**src/rtl/temp_pkg.sv**
```systemverilog
// Shared types and constants for the temperature statistics path.
package temp_pkg;

    localparam int TEMP_W = 8;

    typedef logic [TEMP_W-1:0] temp_t;

    localparam temp_t TEMP_ZERO = '0;

    // EMPTY means the next accepted sample restarts the window and min/max.
    typedef enum logic {
        ST_EMPTY = 1'b0,
        ST_RUN   = 1'b1
    } stats_state_t;

endpackage

```
**src/rtl/temp_avg_window.sv**
```systemverilog
// Circular sample window with running sum; avg is the combinational average
// including the sample presented this cycle (registered by the parent).
module temp_avg_window
    import temp_pkg::*;
#(
    parameter int AVG_LOG2 = 2
) (
    input  logic  clk,
    input  logic  reset,
    input  logic  push,
    input  logic  init,
    input  temp_t din,
    output temp_t avg
);

    localparam int DEPTH = 1 << AVG_LOG2;
    localparam int SUM_W = TEMP_W + AVG_LOG2;

    temp_t                r_buf [DEPTH];
    logic [AVG_LOG2-1:0]  r_ptr;
    logic [SUM_W-1:0]     r_sum;
    logic [SUM_W-1:0]     w_sum_next;
    logic [SUM_W-1:0]     w_din_ext;
    logic [SUM_W-1:0]     w_old_ext;

    assign w_din_ext = {{AVG_LOG2{1'b0}}, din};
    assign w_old_ext = {{AVG_LOG2{1'b0}}, r_buf[r_ptr]};

    // The intermediate may wrap, but the true result always fits in SUM_W bits.
    assign w_sum_next = init ? {din, {AVG_LOG2{1'b0}}}
                             : r_sum - w_old_ext + w_din_ext;

    assign avg = w_sum_next[SUM_W-1:AVG_LOG2];

    always_ff @(posedge clk) begin
        if (reset) begin
            // NOTE: the window is only 2..16 entries, so it is cleared in reset
            // rather than left undefined like a large RAM would be.
            for (int i = 0; i < DEPTH; i++) r_buf[i] <= TEMP_ZERO;
            r_ptr <= '0;
            r_sum <= '0;
        end else if (push) begin
            // NOTE: non-blocking assignments keep every register reading the
            // pre-edge values of the others, regardless of statement order.
            if (init) begin
                for (int i = 0; i < DEPTH; i++) r_buf[i] <= din;
                r_ptr <= '0;
            end else begin
                r_buf[r_ptr] <= din;
                r_ptr        <= r_ptr + 1'b1;
            end
            r_sum <= w_sum_next;
        end
    end

endmodule

```
**src/rtl/temp_stats.sv**
```systemverilog
// Windowed average plus running min/max of temperature samples.
// Optional alarm outputs are built when TEMP_STATS_ALARM_EN is defined.
module temp_stats
    import temp_pkg::*;
#(
    parameter int AVG_LOG2 = 2
) (
    input  logic  CLK100MHZ,
    input  logic  reset,
    input  logic  sample_valid,
    input  temp_t sample_temp,
    input  logic  clear_stats,
    input  temp_t set_temp,
    output temp_t ave_temp,
    output temp_t min_temp,
    output temp_t max_temp,
    output logic  stats_valid
`ifdef TEMP_STATS_ALARM_EN
   ,output logic  alarm_high,
    output logic  alarm_low
`endif
);

    stats_state_t r_state, w_state_next;
    logic         w_first;
    temp_t        w_avg;
    temp_t        w_ave_next, w_min_next, w_max_next;
    logic         w_valid_next;

    // A clear in the same cycle as a sample makes that sample the first one.
    assign w_first = clear_stats || (r_state == ST_EMPTY);

    temp_avg_window #(.AVG_LOG2(AVG_LOG2)) u_window (
        .clk   (CLK100MHZ),
        .reset (reset),
        .push  (sample_valid),
        .init  (w_first),
        .din   (sample_temp),
        .avg   (w_avg)
    );

    always_ff @(posedge CLK100MHZ) begin
        if (reset) r_state <= ST_EMPTY;
        else       r_state <= w_state_next;
    end

    always_comb begin
        // NOTE: every combinational output gets a default first so no path
        // leaves it unassigned and infers a latch.
        w_state_next = r_state;
        w_ave_next   = ave_temp;
        w_min_next   = min_temp;
        w_max_next   = max_temp;
        w_valid_next = stats_valid;
        if (sample_valid) begin
            w_state_next = ST_RUN;
            w_ave_next   = w_avg;
            w_valid_next = 1'b1;
            if (w_first) begin
                w_min_next = sample_temp;
                w_max_next = sample_temp;
            end else begin
                if (sample_temp < min_temp) w_min_next = sample_temp;
                if (sample_temp > max_temp) w_max_next = sample_temp;
            end
        end else if (clear_stats) begin
            w_state_next = ST_EMPTY;
            w_ave_next   = TEMP_ZERO;
            w_min_next   = TEMP_ZERO;
            w_max_next   = TEMP_ZERO;
            w_valid_next = 1'b0;
        end
    end

    always_ff @(posedge CLK100MHZ) begin
        if (reset) begin
            ave_temp    <= TEMP_ZERO;
            min_temp    <= TEMP_ZERO;
            max_temp    <= TEMP_ZERO;
            stats_valid <= 1'b0;
        end else begin
            ave_temp    <= w_ave_next;
            min_temp    <= w_min_next;
            max_temp    <= w_max_next;
            stats_valid <= w_valid_next;
        end
    end

`ifdef TEMP_STATS_ALARM_EN
    // Compared against the new average so alarms move on the same edge.
    always_ff @(posedge CLK100MHZ) begin
        if (reset) begin
            alarm_high <= 1'b0;
            alarm_low  <= 1'b0;
        end else begin
            alarm_high <= w_valid_next && (w_ave_next > set_temp);
            alarm_low  <= w_valid_next && (w_ave_next < set_temp);
        end
    end
`else
    logic w_unused_set_temp;
    assign w_unused_set_temp = ^set_temp;
`endif

endmodule

```
**config.mk**
```make
export PLATFORM = sky130hd
export DESIGN_NAME = temp_stats
export DESIGN_NICKNAME = d
export VERILOG_FILES = /design/src/rtl/temp_pkg.sv /design/src/rtl/temp_avg_window.sv /design/src/rtl/temp_stats.sv
export SDC_FILE = /design/constraint.sdc
export NUM_CORES = 1
export LEC_CHECK = 0
export ABC_CLOCK_PERIOD_IN_PS = 8300
export CORE_MARGIN = 4
export CORE_UTILIZATION = 30
export DETAILED_ROUTE_END_ITERATION = 8
export PLACE_DENSITY = 0.57
export SLEW_MARGIN = 5
export SYNTH_ARGS = -nofsm -noshare
export SYNTH_HDL_FRONTEND = slang
export SYNTH_SLANG_ARGS = --single-unit
```
**constraint.sdc**
```tcl
create_clock -name CLK100MHZ -period 8.3 [get_ports CLK100MHZ]
set_input_delay 0.83 -clock CLK100MHZ [delete_from_list [all_inputs] [get_ports CLK100MHZ]]
set_output_delay 0.83 -clock CLK100MHZ [all_outputs]
set_load 0.03 [all_outputs]
```
==> results.py <==
metrics = {
    "yosys": {
        "synth_cells": 382,
        "ys_warn_count": 0,
        "async_flop_share_pct": 0,
        "syn-num-nets": 439,
        "ys_seq_area_share_pct": 44.9,
        "synthDominantCellAreaShare_pct": 24.8,
        "ys_ff_latch": 71,
        "synth_area_um2": 3880,
        "synth_largest_area_cell": "edfxtp_1",
        "syn_avg_cell_area_um2": 10.2,
        "yosys-top-cells-area": "edfxtp_1, dfxtp_1, ha_1",
        "synth_ff_type": "dfxtp_1",
        "ys_types": 47,
        "synth_edf_count": 32,
    },
    "clock_network": {
        "clkLatencyLatePin_ps": 330,
        "htreeDepth": 3,
        "post_cts_resized": 0,
        "tritoncts": "done",
        "cts_num_sinks": 71,
        "root_buffer": "clkbuf_16",
        "numCtsBuffers": 9,
        "clock_path_buffers": 2,
        "postCtsSetupBuffers": 0,
        "clk_pin_slew_ps": 50,
        "hold_buffers": 0,
    },
    "global_routing": {
        "grt_pass1_wl_um": 16000,
        "grt_max_degree": 35,
        "grt_pass1_vias": 3039,
        "grt_overflow": 0,
        "grtUsageTotal_pct": 14.2,
        "antenna_found_initial": 0,
    },
    "power_and_ir_drop": {
        "power_w": 0.000991,
        "leakage_nw": 1.83,
        "vdd_drop_max_uv": 88.8,
        "cellPowerDensity_nw_per_um2": 210,
    },
    "setup_path": {
        "crit_type": "input pin to flop",
        "worstPathMaxFanout": 34,
        "path_buf_inv": 2,
        "cp-start-kind": "input pin",
        "cp.arrival_ps": 4190,
        "crit_path_max_incr_delay_ps": 950,
        "r2r_slack_ps": 4680,
        "cp_top_family": "buffers and inverters",
        "reg2regPathDepth": 12,
        "crit_slowest_cell": "clkdlybuf4s50_1",
        "r2r_end": "u_window.r_sum[6]$_SDFFE_PP0P_",
        "crit_chain": "clkdlybuf4s50_1 -> inv_1 -> nand2_1 -> nor3_2 -> a22o_1",
        "end_kind": "flop",
        "cp.required_ps": 8580,
    },
    "timing": {
        "worstMarginPinSlew_ps": 1120,
        "report.final.slew_viol_count": 0,
        "rsz0062_at_grt": "no",
        "max-slew-margin-rel_pct": 25.3,
        "hold_viol_final": 0,
        "fin_crit_sh_pct": 47.1,
        "setup_viol": 0,
        "setup_tns_ps": 0,
        "fin_skew_ps": 5.86,
        "fmax_ghz": 0.256,
        "min_period_ps": 3910,
        "fin_ws_ps": 4390,
    },
    "die": {
        "die_y_um": 122,
        "die-area_um2": 14800,
        "die-width_um": 122,
        "io_pins": 45,
        "core_region_area_um2": 12700,
        "rows": 41,
        "floorplan.initialDensity_pct": 30.6,
    },
    "min_path": {
        "worstHoldEndpoint": "u_window.r_sum[2]$_SDFFE_PP0P_",
        "holdPathStages": 2,
        "holdCritStartpoint": "u_window.r_sum[2]$_SDFFE_PP0P_",
        "worst_hold_path_type": "flop to flop",
    },
    "detailed_routing": {
        "drt-total-wl_um": 9890,
        "vias_per_cell": 4.96,
        "drt_iter0_drc": 190,
        "antenna_left": 0,
        "first_pass_iters": 5,
        "dr_total_vias": 2950,
        "wl_per_cell_um": 16.6,
        "post-route-drc-count": 0,
    },
    "final_layout": {
        "final_nets": 475,
        "syn_to_final_growth_pct": 21.5,
        "fill_cells": 1271,
        "post-route-util_pct": 37.2,
        "antenna_cells": 0,
        "drive_gt1_share_pct": 9.69,
        "final_cells": 595,
    },
    "placed_design": {
        "place_hpwl_um": 7010,
        "gp_congestion": 0.851,
        "dp_cells": 579,
        "portBuffers": 36,
        "pre_cts_ws_ps": 4070,
    },
    "run_status": {
        "outcome": "finished, final reports clean",
    },
    "flow_run": {
        "maxCapViolations": 0,
    },
}
flip-flops by register name, indices dropped and copies added (netlist names), named ones only:
name,cells
u_window.r_buf,32
u_window.r_sum,10
ave_temp,8
max_temp,8
min_temp,8
u_window.r_ptr,2
stats_valid,1
layout by cell type, fill, tap and decap left out, types with 7 or more instances in the layout:
cell type / instances
edfxtp_1: 32
a22o_1: 8
nor3_1: 37
a22oi_1: 9
clkdlybuf4s50_1: 36
mux4_2: 8
nand2_1: 12
fa_1: 8
a211oi_1: 7
clkbuf_16: 9
o21ai_0: 18
inv_1: 55
ha_1: 29
nor2_1: 32
dfxtp_1: 39
a21oi_1: 20
synthesized netlist by cell type (2+ instances only):
master / instances
a21oi_2: 2
xnor2_1: 2
a21oi_1: 20
fa_1: 8
ha_1: 29
mux2i_1: 3
a31oi_1: 3
nor2b_1: 3
edfxtp_1: 32
mux4_2: 8
a31o_2: 3
dfxtp_1: 39
nor3_1: 37
a22oi_1: 9
nand2_1: 12
nand4_1: 5
o21ai_0: 18
clkbuf_1: 10
inv_1: 55
a211oi_1: 7
a22o_1: 8
nor2_1: 32
buf_2: 4
nand3_1: 4
nor2_2: 3
nand2b_1: 2
a21o_1: 3
a2111oi_2: 2
worst min-delay path: stages (launching register included):
cell,delay [ps]
dfxtp_1,310
nand2_1,50
a21oi_1,50
layer usage:
layer | GRT usage (%) | up-vias | wire length (um)
met5 | 0 | - | 0
met4 | 5.67 | 0 | 136
met3 | 2.83 | 7 | 578
met2 | 22.1 | 80 | 4580
met1 | 19.4 | 1418 | 4600
li1 | - | 1445 | -
through the flow:
stage               instance area [um^2]  hold WS, ps
finish                              4720          463
global route                        4720          487
CTS                                 4720          464
detailed placement                  4430          457
global placement                    4430          448
floorplan                           3880          436
worst max path at each step:
| stage | slack (ps) | cells past startpoint | startpoint | end |
|---|---|---|---|---|
| global route | 4090 | 5 | reset | max_temp[6]$_SDFFE_PP0P_ |
| floorplan | 5220 | 10 | flop | u_window.r_sum[6]$_SDFFE_PP0P_ |
| finish | 4390 | 5 | reset | max_temp[6]$_SDFFE_PP0P_ |
| CTS | 4410 | 5 | reset | max_temp[3]$_SDFFE_PP0P_ |
| detailed placement | 4070 | 5 | reset | max_temp[3]$_SDFFE_PP0P_ |
| global placement | 4130 | 5 | reset | max_temp[1]$_SDFFE_PP0P_ |
area by class of cell:
type | count | area [um^2] | area share, %
multi-input combinational | 241 | 1870 | 39.7
tap | 172 | 215 | 4.56
clock inverter | 6 | 61.3 | 1.30
sequential | 71 | 1740 | 36.9
clock buffer | 10 | 229 | 4.85
inverter | 55 | 206 | 4.38
timing repair buffer | 40 | 390 | 8.28
where the power goes:
| group | internal [W] | switching [W] |
|---|---|---|
| clock | 0.000231 | 0.000146 |
| combinational | 0.0000857 | 0.000127 |
| sequential | 0.000390 | 0.0000109 |
| total | 0.000707 | 0.000284 |
logic make-up after synthesis:
logic type,Yosys count,synth area share [%]
simple gates,105,13.0
compound gates,86,15.9
flops,71,44.9
buf+inv,70,6.90
fa+ha+maj,37,13.5
mux,11,5.41
xor+xnor,2,0.451
Note: power is estimated with default switching activity, not from simulation.
